`src/rtl/counter_pkg.sv`:
```
// Shared types and helpers for the up/down modulus counter family.
package counter_pkg;

  typedef enum logic {DOWN = 1'b0, UP = 1'b1} dir_t;

  localparam int MIN_WIDTH = 2;
  localparam int MAX_WIDTH = 32;

  // Clamp a parallel-load value into 0..modulus-1; out-of-range loads pin to the top.
  function automatic logic [31:0] sat_load(input logic [31:0] value,
                                           input logic [32:0] modulus);
    logic [32:0] lim;
    lim = modulus - 33'd1;
    if ({1'b0, value} > lim) return lim[31:0];
    return value;
  endfunction

endpackage

```
`src/rtl/tff_async.sv`:
```
// Single T flip-flop with asynchronous active-high reset.
module tff_async (
  input  logic Clock,
  input  logic Reset,
  input  logic T,
  output logic Q
);

  logic q_q, q_d;

  always_comb q_d = q_q ^ T;

  always_ff @(posedge Clock or posedge Reset) begin
    if (Reset) q_q <= 1'b0;
    else       q_q <= q_d;
  end

  assign Q = q_q;

endmodule

```
`src/rtl/mod_updown_counter.sv`:
```
// Parametrised up/down modulus counter with clear, saturating load, cascade
// carry (TerminalCount) and a registered Wrap pulse; state held in T flops.
module mod_updown_counter
  import counter_pkg::*;
#(
  parameter int              WIDTH   = 8,
  parameter longint unsigned MODULUS = 64'd1 << WIDTH
) (
  input  logic             Clock,
  input  logic             Reset,
  input  logic             Clear,
  input  logic             Load,
  input  logic [WIDTH-1:0] LoadValue,
  input  logic             Enable,
  input  logic             Up,
  output logic [WIDTH-1:0] CounterValue,
  output logic             TerminalCount,
  output logic             Wrap
);

  if (WIDTH < MIN_WIDTH || WIDTH > MAX_WIDTH) begin : g_bad_width
    $error("mod_updown_counter: WIDTH %0d outside 2..32", WIDTH);
  end
  if (MODULUS < 64'd2 || MODULUS > (64'd1 << WIDTH)) begin : g_bad_modulus
    $error("mod_updown_counter: MODULUS %0d outside 2..2**WIDTH", MODULUS);
  end

  localparam logic [WIDTH-1:0] MAX_CNT = WIDTH'(MODULUS - 64'd1);
  localparam logic [WIDTH-1:0] ONE     = WIDTH'(1);
  localparam logic [32:0]      MOD33   = 33'(MODULUS);

  logic [WIDTH-1:0] cnt_q, cnt_d, tog;
  logic             wrap_q, wrap_d;
  logic [31:0]      load_sat;
  dir_t             dir;

  assign dir = dir_t'(Up);

  always_comb load_sat = sat_load(32'(LoadValue), MOD33);

  // Bounds are compared explicitly so a non power-of-two modulus wraps correctly.
  always_comb begin
    cnt_d  = cnt_q;
    wrap_d = 1'b0;
    if (Clear) begin
      cnt_d = '0;
    end else if (Load) begin
      cnt_d = load_sat[WIDTH-1:0];
    end else if (Enable) begin
      if (dir == UP) begin
        if (cnt_q == MAX_CNT) begin
          cnt_d  = '0;
          wrap_d = 1'b1;
        end else begin
          cnt_d = cnt_q + ONE;
        end
      end else begin
        if (cnt_q == '0) begin
          cnt_d  = MAX_CNT;
          wrap_d = 1'b1;
        end else begin
          cnt_d = cnt_q - ONE;
        end
      end
    end
  end

  // Only bits that change get a toggle.
  assign tog = cnt_d ^ cnt_q;

  for (genvar i = 0; i < WIDTH; i++) begin : g_tff
    tff_async u_tff (
      .Clock (Clock),
      .Reset (Reset),
      .T     (tog[i]),
      .Q     (cnt_q[i])
    );
  end

  always_ff @(posedge Clock or posedge Reset) begin
    if (Reset) wrap_q <= 1'b0;
    else       wrap_q <= wrap_d;
  end

  assign CounterValue  = cnt_q;
  assign Wrap          = wrap_q;
  assign TerminalCount = Enable & ((dir == UP) ? (cnt_q == MAX_CNT) : (cnt_q == '0));

endmodule

```
`config.mk`:
```
export PLATFORM = sky130hd
export DESIGN_NAME = mod_updown_counter
export DESIGN_NICKNAME = d
export VERILOG_FILES = /design/src/rtl/counter_pkg.sv /design/src/rtl/tff_async.sv /design/src/rtl/mod_updown_counter.sv
export SDC_FILE = /design/constraint.sdc
export NUM_CORES = 1
export LEC_CHECK = 0
export ABC_CLOCK_PERIOD_IN_PS = 3000
export BUFFER_PORTS_ARGS = -buffer_cell sky130_fd_sc_hd__buf_2
export CORE_ASPECT_RATIO = 0.75
export CORE_MARGIN = 2
export CORE_UTILIZATION = 50
export DETAILED_ROUTE_END_ITERATION = 8
export MAX_ROUTING_LAYER = met4
export PLACE_DENSITY = 0.77
export SLEW_MARGIN = 25
export SYNTH_ARGS = -nofsm -noshare
export SYNTH_HDL_FRONTEND = slang
export SYNTH_SLANG_ARGS = --single-unit
```
`constraint.sdc`:
```
create_clock -name Clock -period 3 [get_ports Clock]
set_input_delay 0.6 -clock Clock [delete_from_list [all_inputs] [get_ports Clock]]
set_output_delay 0.6 -clock Clock [all_outputs]
set_load 0.03 [all_outputs]
```
==> impl_metrics.json <==
{
  "ys_warn_count": 0,
  "seq_power_share_pct": 40.3,
  "cts_root_buf": "clkbuf_4",
  "syn_nets": 129,
  "switching_power_mw": 0.148,
  "r2r_start": "g_tff[0].u_tff.Q$_DFF_PP0_",
  "die_w_um": 53.9,
  "wl_met2_mm": 1.15,
  "drt_iter0_markers": 62,
  "timing.critical_path.from": "g_tff[0].u_tff.Q$_DFF_PP0_",
  "hold_violations": 0,
  "core_area_mm2": 0.00174,
  "hold_buffers": 0,
  "worstSkewPairLatency_ps": 260,
  "nFillCells": 161,
  "fin_ws_ps": 284,
  "path_max_fanout": 9,
  "gr-usage-all-layers_pct": 25.8,
  "finish.utilization_pct": 56.9,
  "stdcell_area_um2": 991,
  "num_rows": 13,
  "ys_async_sr_fraction_pct": 100,
  "fin_nets": 141,
  "crit_end": "TerminalCount",
  "drv_slew": 0,
  "hold_path.class": "in2async",
  "arrival_ps": 2120,
  "synth-simple-area-share_pct": 19.4,
  "internal-power_mw": 0.235,
  "io_pins": 24,
  "maxSlewHeadroom_pct": 66.4,
  "antenna_found_initial": 0,
  "synth_cells": 112,
  "synth_edf_count": 0,
  "via_count": 949,
  "n_antenna_cell": 0,
  "rsz0062_at_grt": "no",
  "wl_met1_um": 999,
  "finalCritPeriodShare_pct": 90.5,
  "area_delta_synth_final_pct": 6.02,
  "fmax_mhz": 368,
  "grt_pass1_vias": 854,
  "ff2ff_path_depth": 6,
  "cts_tree": "done",
  "end_kind": "primary output",
  "synthAdderAreaFrac_pct": 4.02,
  "post_dp_cell_area_um2": 965,
  "p_sw_share_pct": 38.7,
  "viasPerCell": 6.54,
  "reg2reg_slack_ps": 980,
  "status": "finished clean",
  "skew_ps": 3.95,
  "synth-xor-area-share_pct": 6.56,
  "ys_types": 45,
  "cts_resized": 0,
  "comb_power_share_pct": 34.7,
  "synthMuxAreaShare_pct": 0,
  "synth_area_per_cell_um2": 8.35,
  "hpwl_mm": 1.88,
  "powerDensity_mw_per_mm2": 387,
  "io_buffers": 23,
  "vdd_ir_drop_max_mv": 0.176,
  "reg2reg_to": "g_tff[4].u_tff.Q$_DFF_PP0_",
  "drt_pre_antenna_iters": 4,
  "drc_errors": 0,
  "tns_ps": 0,
  "cts_post_setup_buffers_inserted": 0,
  "synthesis.area_um2": 935,
  "ant_nets": 0,
  "htree_num_levels": 1,
  "fp.dieH_um": 41.4,
  "drv_cap": 0,
  "dr_wl_met3_um": 325,
  "yosys_register_bits": 9,
  "leakagePower_nw": 0.437,
  "clockPowerShare_pct": 25.0,
  "yosysSeqAreaShare_pct": 24.1,
  "start_util_pct": 53.7,
  "top_layer_used": "met4",
  "grt_pass1_wl_mm": 4.06,
  "overflow": 0,
  "setup_viol": 0,
  "cts_buffer_depth": 2,
  "cts_buffers": 3,
  "worst_slew_pin_slew_ps": 503,
  "synth_top_family_by_area": "compound AO/OA/AOI/OAI gates",
  "pre_cts_ws_ps": 624,
  "grt_max_degree": 13,
  "cts.reportedPaths.clkPinSlew_ps": 70,
  "synthFlopType": "dfrtp_1",
  "crit_required_ps": 2400,
  "wl_per_cell_um": 17.4,
  "startpoint_type": "flop",
  "synth-compound-area-share_pct": 30.3,
  "dieArea_mm2": 0.00223,
  "crit_type": "reg2out",
  "wirelength_mm": 2.52,
  "clkSinkCount": 9,
  "drive_above_1_share_pct": 26.0,
  "period_minus_slack_ps": 2720,
  "place_congestion": 0.904
}
-- metrics by stage --
| stage | cells | hold slack (ps) | power (mW) |
|---|---|---|---|
| 2_1_floorplan | 112 | 428 | 0.267 |
| 3_3_place_gp | 141 | 589 | 0.282 |
| 3_5_place_dp | 141 | 595 | 0.287 |
| 4_1_cts | 145 | 315 | 0.384 |
| 5_1_grt | 145 | 339 | 0.408 |
| 6_report | 145 | 300 | 0.383 |
-- layout by cell type (no fill, tap or decap), drive strengths merged, types with 2 or more instances in the layout --
cell type | netlist | layout
o21a | 2 | 2
a221oi | 3 | 3
xor2 | 2 | 2
nor3b | 2 | 2
nor3 | 4 | 4
ha | 3 | 3
dfrtp | 9 | 9
nand3 | 4 | 4
xnor2 | 5 | 5
buf | 14 | 23
a221o | 2 | 2
o221ai | 2 | 2
inv | 8 | 8
nor2 | 5 | 5
a21oi | 8 | 8
nand2 | 5 | 5
clkbuf | 2 | 4
and3 | 3 | 3
o21ai | 5 | 5
a31oi | 2 | 2
nand4 | 3 | 3
-- cell usage after synthesis, drive strengths merged, types with 2 or more instances --
cell    instances  area [um2]
a221oi          3        32.5
nor3b           2        15.0
nor2            5        18.8
o21a            2        15.0
nand4           3        18.8
xor2            2        17.5
dfrtp           9         225
nand2           5        18.8
o21ai           5        25.0
inv             8        30.0
and3            3        18.8
nand3           4        20.0
a21oi           8        43.8
clkbuf          2        7.51
a31oi           2        12.5
a221o           2        20.0
xnor2           5        43.8
buf            14         105
ha              3        37.5
nor3            4        20.0
o221ai          2        17.5
-- worst max-delay path: stages (launching register included) --
cell and delay, ps:
dfrtp_1 470, inv_1 120, ha_1 190, nor3b_1 450
nand3_1 190, a21oi_1 200, buf_2 230
-- cell type report --
type	count	area (um2)	share of cell area (%)
Sequential cell	9	225	22.7
Timing Repair Buffer	23	115	11.6
Tap cell	22	27.5	2.78
Clock buffer	4	26.3	2.65
Multi-Input combinational cell	78	563	56.8
Inverter	9	33.8	3.41
-- worst min path at each step --
stage / from / end / slack [ps]
floorplan: Reset / Wrap$_DFF_PP0_ / 430
global placement: Reset / g_tff[3].u_tff.Q$_DFF_PP0_ / 590
detailed placement: Reset / g_tff[3].u_tff.Q$_DFF_PP0_ / 590
CTS: Reset / g_tff[0].u_tff.Q$_DFF_PP0_ / 310
global route: Reset / g_tff[2].u_tff.Q$_DFF_PP0_ / 340
finish: Reset / g_tff[0].u_tff.Q$_DFF_PP0_ / 300
-- power by group through the flow --
stage / sequential [mW] / combinational (mW) / clock [mW]
after CTS: 0.154 / 0.132 / 0.0983
final: 0.154 / 0.133 / 0.0960
after global placement: 0.154 / 0.128 / 0
after global routing: 0.156 / 0.144 / 0.108
after floorplan: 0.140 / 0.127 / 0
after detailed placement: 0.156 / 0.131 / 0
-- state kept, by name, summed over array words and instances, names as in the netlist --
name	cells
g_tff.u_tff.Q	8
Wrap	1
-- cells by family after synthesis --
group / Yosys count
buffers and inverters: 25
XOR/XNOR: 7
AND/OR/NAND/NOR: 31
AO/OA/AOI/OAI: 37
flip-flops: 9
adder cells (fa/ha/maj): 3
-- routing by layer --
metal  vias to the layer above  GRT usage, %
met3                        12          4.68
met2                        64          38.5
li1                        433             -
met5                         -             -
met4                         0          7.69
met1                       440          35.2
No activity file was read; power rests on OpenSTA's default activity.
